`src/rtl/rate_counter_gen_pkg.sv`:
```
// ============================================================================
// Module      : rate_counter_gen_pkg
// Description : Board reload constants and counter operation encoding shared
//               by the rate divider and the counter datapath.
// Revision    : 1.0 - initial release
// ============================================================================
`default_nettype none

package rate_counter_gen_pkg;

    localparam int c_DIV_W = 28;

    // Reload values for a 50 MHz board clock; tick period is reload + 1.
    localparam logic [c_DIV_W-1:0] c_RATE_1HZ    = 28'd49_999_999;
    localparam logic [c_DIV_W-1:0] c_RATE_0P5HZ  = 28'd99_999_999;
    localparam logic [c_DIV_W-1:0] c_RATE_0P25HZ = 28'd199_999_999;

    typedef enum logic [2:0] {
        OP_HOLD  = 3'd0,
        OP_CLEAR = 3'd1,
        OP_LOAD  = 3'd2,
        OP_INC   = 3'd3,
        OP_DEC   = 3'd4
    } cnt_op_e;

endpackage

`default_nettype wire

```
`src/rtl/rate_counter_gen_tick.sv`:
```
// ============================================================================
// Module      : tick_gen
// Description : Shared down-counting rate divider with selectable reload.
// Revision    : 1.0 - initial release
// ============================================================================
`default_nettype none

module tick_gen #(
    parameter int                           DIV_W     = rate_counter_gen_pkg::c_DIV_W,
    parameter int                           NUM_RATES = 4,
    parameter int                           SEL_W     = 2,
    parameter logic [NUM_RATES*DIV_W-1:0]   RATES     = {
        rate_counter_gen_pkg::c_RATE_0P25HZ,
        rate_counter_gen_pkg::c_RATE_0P5HZ,
        rate_counter_gen_pkg::c_RATE_1HZ,
        28'd0
    }
) (
    input  logic             clk,
    input  logic             reset_b,
    input  logic             run,
    input  logic [SEL_W-1:0] sel,
    input  logic             clear_b,
    output logic             tick
);

    localparam int c_NUM_SEL = 2**SEL_W;

    logic [DIV_W-1:0] w_table [c_NUM_SEL];
    logic [DIV_W-1:0] w_reload;
    logic [DIV_W-1:0] r_div_cnt;
    logic [SEL_W-1:0] r_sel_q;
    logic             w_sel_same;

    // Selects beyond the table fall back to a reload of zero.
    for (genvar i = 0; i < c_NUM_SEL; i++) begin : g_table
        if (i < NUM_RATES) begin : g_rate
            assign w_table[i] = RATES[i*DIV_W +: DIV_W];
        end else begin : g_zero
            assign w_table[i] = '0;
        end
    end

    assign w_reload   = w_table[sel];
    assign w_sel_same = (sel == r_sel_q);
    assign tick       = run && (r_div_cnt == '0) && w_sel_same;

    always_ff @(posedge clk or negedge reset_b) begin
        if (!reset_b) begin
            r_div_cnt <= '0;
            r_sel_q   <= '0;
        end else if (!w_sel_same) begin
            // Restart the period on a rate change so no short tick escapes.
            r_div_cnt <= w_reload;
            r_sel_q   <= sel;
        end else if (!clear_b) begin
            r_div_cnt <= w_reload;
        end else if (run) begin
            if (r_div_cnt == '0) begin
                r_div_cnt <= w_reload;
            end else begin
                r_div_cnt <= r_div_cnt - 1'b1;
            end
        end
    end

endmodule

`default_nettype wire

```
`src/rtl/rate_counter_gen.sv`:
```
// ============================================================================
// Module      : rate_counter_gen
// Description : Rate-divided up/down counter with wrap/saturate, load, clear.
// Revision    : 1.0 - initial release
// ============================================================================
`default_nettype none

module rate_counter_gen #(
    parameter int                           WIDTH     = 4,
    parameter int                           DIV_W     = rate_counter_gen_pkg::c_DIV_W,
    parameter int                           NUM_RATES = 4,
    parameter int                           SEL_W     = 2,
    parameter logic [NUM_RATES*DIV_W-1:0]   RATES     = {
        rate_counter_gen_pkg::c_RATE_0P25HZ,
        rate_counter_gen_pkg::c_RATE_0P5HZ,
        rate_counter_gen_pkg::c_RATE_1HZ,
        28'd0
    },
    parameter int                           MAX_COUNT = 2**WIDTH - 1
) (
    input  logic             clk,
    input  logic             reset_b,
    input  logic             run,
    input  logic [SEL_W-1:0] sel,
    input  logic             clear_b,
    input  logic             parload,
    input  logic [WIDTH-1:0] d,
    input  logic             up,
    input  logic             wrap,
    output logic [WIDTH-1:0] q,
    output logic             tick,
    output logic             tc,
    output logic             at_limit
);

    import rate_counter_gen_pkg::*;

    localparam logic [WIDTH-1:0] c_MAX = WIDTH'(MAX_COUNT);

    logic [WIDTH-1:0] r_q;
    logic             r_tc;
    logic [WIDTH-1:0] w_q_next;
    logic [WIDTH-1:0] w_load_val;
    cnt_op_e          w_op;

    tick_gen #(
        .DIV_W     (DIV_W),
        .NUM_RATES (NUM_RATES),
        .SEL_W     (SEL_W),
        .RATES     (RATES)
    ) u_tick_gen (
        .clk     (clk),
        .reset_b (reset_b),
        .run     (run),
        .sel     (sel),
        .clear_b (clear_b),
        .tick    (tick)
    );

    assign at_limit   = up ? (r_q == c_MAX) : (r_q == '0);
    assign w_load_val = (d > c_MAX) ? c_MAX : d;

    always_comb begin
        w_op = OP_HOLD;
        if (!clear_b) begin
            w_op = OP_CLEAR;
        end else if (parload) begin
            w_op = OP_LOAD;
        end else if (tick) begin
            w_op = up ? OP_INC : OP_DEC;
        end
    end

    always_comb begin
        w_q_next = r_q;
        case (w_op)
            OP_CLEAR: w_q_next = '0;
            OP_LOAD:  w_q_next = w_load_val;
            OP_INC:   w_q_next = (r_q == c_MAX) ? (wrap ? '0 : c_MAX) : r_q + 1'b1;
            OP_DEC:   w_q_next = (r_q == '0) ? (wrap ? c_MAX : '0) : r_q - 1'b1;
            default:  w_q_next = r_q;
        endcase
    end

    always_ff @(posedge clk or negedge reset_b) begin
        if (!reset_b) begin
            r_q  <= '0;
            r_tc <= 1'b0;
        end else begin
            r_q  <= w_q_next;
            // Flags a step taken at the limit, whether it wrapped or saturated.
            r_tc <= tick && at_limit && clear_b && !parload;
        end
    end

    assign q  = r_q;
    assign tc = r_tc;

endmodule

`default_nettype wire

```
`config.mk`:
```
export PLATFORM = sky130hd
export DESIGN_NAME = rate_counter_gen
export DESIGN_NICKNAME = d
export VERILOG_FILES = /design/src/rtl/rate_counter_gen_pkg.sv /design/src/rtl/rate_counter_gen_tick.sv /design/src/rtl/rate_counter_gen.sv
export SDC_FILE = /design/constraint.sdc
export NUM_CORES = 1
export LEC_CHECK = 0
export BUFFER_PORTS_ARGS = -buffer_cell sky130_fd_sc_hd__clkbuf_2
export CAP_MARGIN = 20
export CORE_MARGIN = 5
export CORE_UTILIZATION = 31
export CTS_CLUSTER_SIZE = 30
export DETAILED_ROUTE_END_ITERATION = 16
export GPL_ROUTABILITY_DRIVEN = 0
export GPL_TIMING_DRIVEN = 0
export SLEW_MARGIN = 20
export SYNTH_ARGS = -nofsm -noshare
export SYNTH_HDL_FRONTEND = slang
export SYNTH_SLANG_ARGS = --single-unit
export TNS_END_PERCENT = 10
```
`constraint.sdc`:
```
create_clock -name clk -period 5.5 [get_ports clk]
set_input_delay 0.275 -clock clk [delete_from_list [all_inputs] [get_ports clk]]
set_output_delay 0.275 -clock clk [all_outputs]
set_load 0.02 [all_outputs]
```
==> results.toml <==
[timing]
finClkSkew_ns = 0.0112
relSlewSlack = 0.381
hold_viol_final = 0
finalCritPeriodShare = 0.504
drv_slew = 0
min_period_ns = 2.77
setup_tns_ns = 0
rsz0062_at_grt = "false"
setup_viol = 0
setup_slack_ns = 2.73
worst_pin_slew_ns = 0.928
max_freq_mhz = 361

[logic_synthesis]
synth_warnings = 0
synth-edff-count = 0
syn-cell-area_sq_um = 2540
synthAdderAreaFrac = 0.0344
syn_nets = 303
yosys.area_share.simple = 0.332
synth_top_family_by_area = "simple AND/OR/NAND/NOR gates"
synthXorXnorAreaFrac = 0.0344
syn_area_per_cell_sq_um = 8.98
synth_seq_cells = 35
synthMuxAreaShare = 0.0167
synth-seq-area-share = 0.344
synth_compound_area_frac = 0.201
synthArstFlopShare = 1.00
syn-instance-count = 283
synth_flop_cell = "dfrtp_1"
synth_cell_type_count = 67

[drt]
vias_per_cell = 5.68
wirelength_um = 6900
wl_met3_um = 351
drt-initial-drc-count = 137
dr.pass1.iters = 4
top_layer = "met4"
ant_nets = 0
routedWlPerCell_um = 16.7
dr_wl_met2_um = 3290
wl_met1_um = 3210
vias = 2347
drc_errors = 0

[clocking]
cts.repair.resized = 0
post-cts-setup-buffers = 0
cts_buffers = 5
insertion_delay_ns = 0.30
postCtsHoldBufs = 0
htree_levels = 2
cts.path.max_buffers = 2
clock-root-buffer = "clkbuf_8"
clkSlewWorstSetupHoldPaths_ns = 0.07
cts_tree = "built"
cts_sinks = 35

[flow_run]
maxCapViolations = 0

[setup_path]
worstSetupPathType = "flip-flop to output port"
r2r-start = "u_tick_gen.r_div_cnt[24]$_DFFE_PN0P_"
worstSetupEndpointType = "output port"
r2r-end = "u_tick_gen.r_div_cnt[25]$_DFFE_PN0P_"
r2r_cells = 5
worstPathArrival_ns = 2.49
cp-startpoint = "u_tick_gen.r_div_cnt[0]$_DFFE_PN0P_"
r2r_slack_ns = 3.06
crit_fanout = 10
critPathLaunchType = "flip-flop"
worstPathRequired_ns = 5.22

[grt]
track_usage = 0.142
grt_overflow = 0
grt_max_degree = 36
grt_antenna_before_repair = 0
grt_pass1_vias = 2291
grt_first_pass_wirelength_um = 11500

[die]
die_x_um = 101
start_util = 0.314
row_count = 33
ios = 20
die_area_sq_um = 10100
coreArea_sq_um = 8090
die_h_um = 101

[layout]
antennaDiodeCount = 0
final_nets = 328
drive_above_1_share = 0.169
area_growth_syn_to_layout_pct = 12.5
final_cells = 413
stdcell_area_sq_um = 2860

[worst_hold_path]
hold_class = "input pin to asynchronous set/reset pin"

[placement]
port_buffers = 18
pre_cts_ws_ns = 3.05
placed_cell_area_sq_um = 2760
dp_hpwl_um = 4970
post-place-cells = 406

[run_status]
outcome = "complete, no violations"

[power_and_ir_drop]
leakage_nw = 1.05
pwr_density_cell_nw_per_um2 = 218
total_power_mw = 0.623
ir_drop_v = 0.0000800
power by group:
part           switching (mW)  leakage [nW]  total, mW  internal (mW)
registers              0.0296         0.414      0.308          0.278
logic                  0.0735         0.587      0.120         0.0462
clock network          0.0973        0.0470      0.196         0.0983
placed cells by master, fill, tap and decap left out, types with 4 or more instances in the layout:
cell and instances:
a211oi_1 4, a21oi_1 10, a22oi_1 5, and4_1 5, clkbuf_1 9, clkbuf_2 20
clkbuf_8 6, dfrtp_1 35, ha_1 7, inv_1 9, nand2_1 19, nand3_1 9
nand4_1 6, nor2_1 25, nor3_1 18, nor3_2 4, nor4_1 13, o21ai_0 9
o21ai_1 4, o31ai_1 4, xnor2_1 6, xor2_1 4
synth_stat cells, types with 4 or more instances:
| cell type | count | area [sq um] |
|---|---|---|
| o31ai_1 | 4 | 30.0 |
| and4_1 | 5 | 43.8 |
| o21ai_1 | 4 | 20.0 |
| a211oi_1 | 4 | 30.0 |
| nand2_1 | 19 | 71.3 |
| xor2_1 | 4 | 35.0 |
| a21oi_1 | 10 | 50.1 |
| o21ai_0 | 9 | 45.0 |
| dfrtp_1 | 35 | 876 |
| nor3_1 | 18 | 90.1 |
| clkbuf_1 | 9 | 33.8 |
| nor3_2 | 4 | 40.0 |
| nand4_1 | 6 | 37.5 |
| xnor2_1 | 6 | 52.6 |
| a22oi_1 | 5 | 37.5 |
| ha_1 | 7 | 87.6 |
| nand3_1 | 9 | 45.0 |
| inv_1 | 9 | 33.8 |
| nor2_1 | 25 | 93.8 |
| nor4_1 | 13 | 81.3 |
final cells by class:
cell class	instances	area (sq um)
Fill cell	857	5230
Multi-Input combinational cell	226	1580
Sequential cell	35	876
Tap cell	105	131
Timing Repair Buffer	18	90.1
Clock buffer	6	82.6
Buffer	13	60.1
Inverter	9	33.8
Clock inverter	1	5.00
worst max-delay path, cell delays in order, from the launching register on:
cell,delay [ns]
dfrtp_1,0.42
inv_1,0.07
ha_1,0.19
nor4b_4,0.35
and4_1,0.30
buf_6,0.16
nand3_1,0.11
nor3_1,0.37
clkbuf_2,0.24
cells by family after synthesis:
| group | Yosys count |
|---|---|
| compound gates | 69 |
| xor+xnor | 10 |
| fa+ha+maj | 7 |
| buf+inv | 22 |
| flops | 35 |
| mux | 4 |
| simple gates | 136 |
how the worst max path moves through the flow:
stage	to	slack (ns)	depth (start not counted)
CTS	tick	2.71	8
floorplan	tc$_DFF_PN0_	3.21	8
finish	tick	2.73	8
global placement	tick	3.06	8
detailed placement	tick	3.05	8
global route	tick	2.53	8
sequential cells by signal (all words and copies together), names as in the netlist:
register              count
u_tick_gen.r_div_cnt     28
tc                        1
u_tick_gen.r_sel_q        2
q                         4
through the flow:
step	util	hold WS, ns
finish	0.353	0.101
global route	0.353	0.192
CTS	0.352	0.138
detailed placement	0.342	0.459
global placement	0.342	0.453
floorplan	-	-0.0206
routing by layer:
metal  global-route usage  vias up
met2                0.224       47
met3               0.0367        7
met4               0.0456        0
li1                     -     1141
met1                0.190     1152
met5                    0        -
No activity file was read; power rests on OpenSTA's default activity.
